**config.mk**
```make
export PLATFORM = sky130hd
export DESIGN_NAME = seq_shift_add_mult_flat
export DESIGN_NICKNAME = d
export VERILOG_FILES = /design/src/rtl/seq_shift_add_mult_if.sv /design/src/rtl/seq_shift_add_mult.sv /design/src/flat_wrapper.sv
export SDC_FILE = /design/constraint.sdc
export NUM_CORES = 1
export LEC_CHECK = 0
export CORE_ASPECT_RATIO = 0.7
export CORE_MARGIN = 3
export CORE_UTILIZATION = 30
export CTS_BUF_LIST = sky130_fd_sc_hd__clkbuf_4 sky130_fd_sc_hd__clkbuf_8 sky130_fd_sc_hd__clkbuf_16
export DETAILED_ROUTE_END_ITERATION = 8
export PLACE_DENSITY = 0.53
export REMOVE_ABC_BUFFERS = 1
export SKIP_LAST_GASP = 1
export SLEW_MARGIN = 25
export SYNTH_ARGS = -nofsm -noshare
export SYNTH_HDL_FRONTEND = slang
export SYNTH_SLANG_ARGS = --single-unit
```
**constraint.sdc**
```tcl
create_clock -name clk -period 3.18 [get_ports clk]
set_input_delay 0.636 -clock clk [delete_from_list [all_inputs] [get_ports clk]]
set_output_delay 0.636 -clock clk [all_outputs]
set_load 0.01 [all_outputs]
```
**src/rtl/seq_shift_add_mult_if.sv**
```systemverilog
// Start/done handshake and operand/product bus for seq_shift_add_mult.
// SEQ_MULT_SIGNED_EN adds the signed_mode request bit.
interface seq_shift_add_mult_if #(
    parameter int WIDTH = 4
);
    logic                   start;
    logic [WIDTH-1:0]       multiplicand;
    logic [WIDTH-1:0]       multiplier;
    logic                   busy;
    logic                   done;
    logic [2*WIDTH-1:0]     product;
`ifdef SEQ_MULT_SIGNED_EN
    logic                   signed_mode;

    modport master (
        output start, multiplicand, multiplier, signed_mode,
        input  busy, done, product
    );
    modport slave (
        input  start, multiplicand, multiplier, signed_mode,
        output busy, done, product
    );
`else
    modport master (
        output start, multiplicand, multiplier,
        input  busy, done, product
    );
    modport slave (
        input  start, multiplicand, multiplier,
        output busy, done, product
    );
`endif
endinterface

```
**src/rtl/seq_shift_add_mult.sv**
```systemverilog
// Sequential shift-and-add multiplier: one ADD (multiplier LSB set) or one SHIFT step per cycle.
// Optional macro SEQ_MULT_SIGNED_EN enables two's-complement operands via signed_mode.
module seq_shift_add_mult #(
    parameter int WIDTH = 4
) (
    input  logic                  clk,
    input  logic                  n_reset,
    seq_shift_add_mult_if.slave   bus
);
    localparam int AW    = 2 * WIDTH + 1;
    localparam int CNT_W = $clog2(WIDTH);

    typedef enum logic [1:0] {
        S_IDLE  = 2'd0,
        S_ADD   = 2'd1,
        S_SHIFT = 2'd2,
        S_DONE  = 2'd3
    } state_t;

    state_t               state_q, state_d;
    logic [AW-1:0]        acc_q, acc_d;
    logic [WIDTH-1:0]     mcand_q, mcand_d;
    logic [CNT_W-1:0]     count_q, count_d;
    logic [2*WIDTH-1:0]   product_q, product_d;
    logic                 done_q, done_d;
    logic                 sign_q, sign_d;

    logic [WIDTH-1:0]     mcand_op;
    logic [WIDTH-1:0]     mult_op;
    logic                 sign_op;

    // The unsigned core multiplies magnitudes; the sign is reapplied at completion.
    function automatic logic [2*WIDTH-1:0] apply_sign(input logic [2*WIDTH-1:0] p,
                                                       input logic neg);
        return neg ? (~p + (2*WIDTH)'(1)) : p;
    endfunction

`ifdef SEQ_MULT_SIGNED_EN
    // |-2^(W-1)| wraps back to the same bit pattern, which reads as 2^(W-1) unsigned.
    function automatic logic [WIDTH-1:0] abs_op(input logic [WIDTH-1:0] v,
                                                input logic is_signed);
        return (is_signed && v[WIDTH-1]) ? (~v + WIDTH'(1)) : v;
    endfunction

    always_comb begin
        mcand_op = abs_op(bus.multiplicand, bus.signed_mode);
        mult_op  = abs_op(bus.multiplier, bus.signed_mode);
        sign_op  = bus.signed_mode & (bus.multiplicand[WIDTH-1] ^ bus.multiplier[WIDTH-1]);
    end
`else
    always_comb begin
        mcand_op = bus.multiplicand;
        mult_op  = bus.multiplier;
        sign_op  = 1'b0;
    end
`endif

    always_comb begin
        state_d   = state_q;
        acc_d     = acc_q;
        mcand_d   = mcand_q;
        count_d   = count_q;
        product_d = product_q;
        sign_d    = sign_q;
        done_d    = 1'b0;

        case (state_q)
            S_IDLE: begin
                if (bus.start) begin
                    acc_d   = {(WIDTH + 1)'(0), mult_op};
                    mcand_d = mcand_op;
                    count_d = '0;
                    sign_d  = sign_op;
                    state_d = mult_op[0] ? S_ADD : S_SHIFT;
                end
            end
            S_ADD: begin
                // Carry of the (W+1)-bit sum lands in the top accumulator bit.
                acc_d[2*WIDTH:WIDTH] = {1'b0, acc_q[2*WIDTH-1:WIDTH]} + {1'b0, mcand_q};
                state_d              = S_SHIFT;
            end
            S_SHIFT: begin
                acc_d   = {1'b0, acc_q[2*WIDTH:1]};
                count_d = count_q + CNT_W'(1);
                if (count_q == CNT_W'(WIDTH - 1)) begin
                    state_d   = S_DONE;
                    done_d    = 1'b1;
                    product_d = apply_sign(acc_q[2*WIDTH:1], sign_q);
                end else begin
                    state_d = acc_q[1] ? S_ADD : S_SHIFT;
                end
            end
            S_DONE: begin
                state_d = S_IDLE;
            end
            default: begin
                state_d = S_IDLE;
            end
        endcase
    end

    always_ff @(posedge clk or negedge n_reset) begin
        if (!n_reset) begin
            state_q   <= S_IDLE;
            acc_q     <= '0;
            mcand_q   <= '0;
            count_q   <= '0;
            product_q <= '0;
            done_q    <= 1'b0;
            sign_q    <= 1'b0;
        end else begin
            state_q   <= state_d;
            acc_q     <= acc_d;
            mcand_q   <= mcand_d;
            count_q   <= count_d;
            product_q <= product_d;
            done_q    <= done_d;
            sign_q    <= sign_d;
        end
    end

    assign bus.busy    = (state_q != S_IDLE);
    assign bus.done    = done_q;
    assign bus.product = product_q;

endmodule

```
**src/flat_wrapper.sv**
```systemverilog
// flat-port wrapper written by rule: the top's interface ports become plain ports
module seq_shift_add_mult_flat 
#(
    parameter int WIDTH = 4
)
  (clk, n_reset, bus_start, bus_multiplicand, bus_multiplier, bus_busy, bus_done, bus_product);
  seq_shift_add_mult_if #(.WIDTH(WIDTH)) bus_i ();
  input  logic clk;
  input  logic n_reset;
  input wire logic [$bits(bus_i.start)-1:0] bus_start;
  input wire logic [$bits(bus_i.multiplicand)-1:0] bus_multiplicand;
  input wire logic [$bits(bus_i.multiplier)-1:0] bus_multiplier;
  output wire logic [$bits(bus_i.busy)-1:0] bus_busy;
  output wire logic [$bits(bus_i.done)-1:0] bus_done;
  output wire logic [$bits(bus_i.product)-1:0] bus_product;
  assign bus_i.start = bus_start;
  assign bus_i.multiplicand = bus_multiplicand;
  assign bus_i.multiplier = bus_multiplier;
  assign bus_busy = bus_i.busy;
  assign bus_done = bus_i.done;
  assign bus_product = bus_i.product;
  seq_shift_add_mult #(.WIDTH(WIDTH)) u_core (.clk(clk), .n_reset(n_reset), .bus(bus_i));
endmodule
```
# Yosys cells after proc, flatten, opt, wreduce, memory -nomap -nowiden
# Index checks and enable logic that the tools add are counted.
# word_totals
register_bits	26
input_bits	11
out_inout_bits	10
elab_cells	34
# op_classes
addsub	2
n_eq_ne	5
muxes	12
n_reduce_logical	8
# op_table
operator	n
one-hot mux 5 bit (3 select lines)	1
two-way mux 2 bit	5
two-way mux 9 bit	1
one-hot mux 2 bit (4 select lines)	1
one-hot mux 4 bit (2 select lines)	1
AND reduction 2 bit	4
== test 2 bit, second input constant	3
adder 4 x 4 -> 5 bit	1
one-hot mux 2 bit (2 select lines)	1
nonzero test 2 bit	2
nonzero test 3 bit	1
adder 2 x 1 -> 2 bit, second input constant	1
== test 2 x 1 -> 1 bit, second input constant	1
zero test 2 bit	1
two-way mux 1 bit	2
!= test 2 bit, second input constant	1

# Longest topological paths before layout
# depth
depth_word	3
ltp_mapped	7

# Worst setup path before layout
# OpenSTA, ideal clock, no wires.
# synth_path
path_kind	register to output
from	register u_core.state_q[0]
to	output bus_busy
arrival_ns	0.882
path_slack_ns	1.662
stages_incl_launch_ff	5
path_cell_list	dfrtp_1 inv_1 ha_1 buf_4 inv_1
# synth_via
elab_chain_cells	1
# synth_rtl
element	line	rtl
from (decl)	seq_shift_add_mult.sv:20	state_t state_q, state_d;
from (signal assigned)	seq_shift_add_mult.sv:112	state_q <= state_d;
nonzero test 2 bit	seq_shift_add_mult.sv:122	assign bus.busy = (state_q != S_IDLE);
to (decl)	flat_wrapper.sv:13	output wire logic [$bits(bus_i.busy)-1:0] bus_busy;
# No other way between the ends.

# Worst setup path after layout
# Ends and elaborated chain as after synthesis.

==> impl_metrics.json <==
{
  "cp.arrival_ns": 1.83,
  "worstSetupEndpointType": "output pin",
  "dpl.cell_count": 176,
  "final_layout_size_suffix_gt1_share_pct": 14.6,
  "cts_setup_buffers": 0,
  "finalHoldViolCount": 0,
  "cts_resized": 0,
  "grt_max_degree": 26,
  "syn_area_per_cell_um2": 11.5,
  "wirelength_um": 2470,
  "setup_violations": 0,
  "nNetsFinal": 152,
  "ys_seq_elements": 25,
  "io_buffers": 20,
  "status": "finished clean",
  "clock_sinks": 25,
  "worst-setup-path-type": "flop to output pin",
  "period_needed_ns": 2.47,
  "fin_area_um2": 1540,
  "clock_skew_ns": 0.00112,
  "wl_per_cell_um": 13.7,
  "finalSetupTns_ns": 0,
  "relSlewSlack_pct": 75.4,
  "post-route-drc-count": 0,
  "ctsHtreeMaxLevel": 1,
  "slew_viol_final": 0,
  "drtAntennaViolNets": 0,
  "worstHoldPathCells": 2,
  "rsz0062_at_grt": "no",
  "layout_common_cells": "dfrtp_1 (25), clkdlybuf4s50_1 (20), nand2_1 (14), mux2_2 (11), o21ai_0 (10)",
  "ys_seq_area_share_pct": 50.8,
  "cts_tree": "built",
  "gr-total-overflow": 0,
  "synthTopCellsByArea": "dfrtp_1 (51%), mux2_2 (10%), ha_1 (9.1%), nand2_1 (4.3%), o21ai_0 (4.1%)",
  "final_cells": 180,
  "gp_routability_congestion": 0.827,
  "tightest_slew_ns": 0.365,
  "vdd_ir_drop_max_v": 0.000377,
  "dpl_cell_area_um2": 1490,
  "final_common_cell": "dfrtp_1",
  "io_pins": 21,
  "synth_top_family_by_area": "compound AO/OA/AOI/OAI gates",
  "synth_top_area_share_pct": 50.8,
  "die_x_um": 82.6,
  "yosysTopAreaCell": "dfrtp_1",
  "cp_max_fo": 10,
  "synth_cell_types": 26,
  "numCtsBuffers": 3,
  "clock.fmax_mhz": 405,
  "critPathLaunchType": "flop",
  "synthAdderAreaFrac_pct": 10.8,
  "grt_pass1_vias": 856,
  "initial_utilization_pct": 33.0,
  "syn_inst": 107,
  "clk_latency_ns": 0.26,
  "cts.path.max_buffers": 2,
  "root_buffer": "clkbuf_8",
  "vias_per_cell": 4.74,
  "synth_compound_area_share_pct": 13.5,
  "grt_pass1_wl_um": 4270,
  "row_count": 18,
  "track_usage_pct": 11.8,
  "die_h_um": 59.6,
  "synth-simple-area-share_pct": 11.0,
  "hpwl_um": 1910,
  "max-cap-violations": 0,
  "core_area_um2": 3740,
  "r2r_cells": 6,
  "yosysWarnings": 0,
  "drt_pass1_iterations": 4,
  "syn_to_final_growth_pct": 24.9,
  "critPathRequiredTime_ns": 2.54,
  "initialDrtViolationCount": 21,
  "antennaDiodeCount": 0,
  "hp-class": "flop to flop",
  "dieArea_um2": 4930,
  "synthMuxAreaShare_pct": 10.1,
  "fin_crit_sh_pct": 77.6,
  "p_per_area_nw_per_um2": 829,
  "p_leak_nw": 0.753,
  "dr_total_vias": 854,
  "netlist_area_um2": 1230,
  "ctsHoldBuffers": 0,
  "clkTransAtPathRegs_ns": 0.08,
  "antenna_found_initial": 0,
  "final_util_pct": 41.2,
  "yosys.area_share.xor_xnor_pct": 1.42
}
[final timing paths]
check / start / endpoint / slack [ns]
worst min-delay path: u_core.bus.product[0] / u_core.bus.product[0] / 0.48
worst max-delay path: u_core.state_q[0] / bus_busy / 0.71
worst min register to register: u_core.bus.product[0] / u_core.bus.product[0] / 0.48
min in group asynchronous: n_reset / u_core.mcand_q[3] / 0.73
worst max register to register: u_core.state_q[0] / u_core.acc_q[7] / 1.48
max in group asynchronous: n_reset / u_core.state_q[0] / 2.21
[sequential cells by signal (all words and copies together) (netlist names)]
register            cells
u_core.count_q          2
u_core.state_q          2
u_core.bus.product      8
u_core.acc_q            8
u_core.bus.done         1
u_core.mcand_q          4
[metal layers]
layer | up-vias | wire [um] | share of wire (%) | GRT usage (%)
met2 | 14 | 1030 | 42 | 17.0
met4 | 0 | 0 | 0 | 0.699
li1 | 425 | - | - | -
met3 | 0 | 94 | 3.8 | 3.80
met5 | - | 0 | 0 | 0
met1 | 415 | 1350 | 55 | 18.0
[cells by family after synthesis]
kind of cell | count (synthesis)
compound gates | 27
xor+xnor | 2
fa+ha+maj | 10
buf+inv | 7
flops | 25
mux | 11
simple gates | 25
[synth_stat cells, drive strengths merged]
| master | count |
|---|---|
| nand2 | 15 |
| a21oi | 5 |
| dfrtp | 25 |
| and3 | 2 |
| ha | 9 |
| fa | 1 |
| a22o | 2 |
| xnor2 | 1 |
| nor2 | 2 |
| buf | 2 |
| a22oi | 6 |
| and2 | 1 |
| and4b | 2 |
| o32ai | 1 |
| nand2b | 2 |
| mux2 | 11 |
| o21ai | 11 |
| a21o | 2 |
| inv | 5 |
| xor2 | 1 |
| nor2b | 1 |
[critical path, stage by stage, from the launching register on]
cell	delay (ns)
dfrtp_1	0.41
inv_1	0.12
ha_1	0.38
inv_1	0.15
clkdlybuf4s50_1	0.51
[where the power goes]
group	leakage, nW	internal, mW	switching [mW]
Combinational	0.399	0.282	0.284
Clock	0.0262	0.0979	0.0962
Sequential	0.328	0.431	0.0857
Total	0.753	0.811	0.465
[cell type report]
type	instances	area, um^2
Timing Repair Buffer	21	208
Sequential cell	25	626
Tap cell	50	62.6
Fill cell	381	2200
Inverter	5	18.8
Clock buffer	4	48.8
Multi-Input combinational cell	75	576
[stage by stage]
step,hold WS (ns),worst slack [ns],power [mW]
3_5_place_dp,0.471,1.03,1.09
2_1_floorplan,0.340,1.61,0.875
6_report,0.484,0.713,1.28
5_1_grt,0.527,0.601,1.39
3_3_place_gp,0.463,1.09,1.07
4_1_cts,0.492,0.717,1.29
Power figures use the tool's default switching activity.
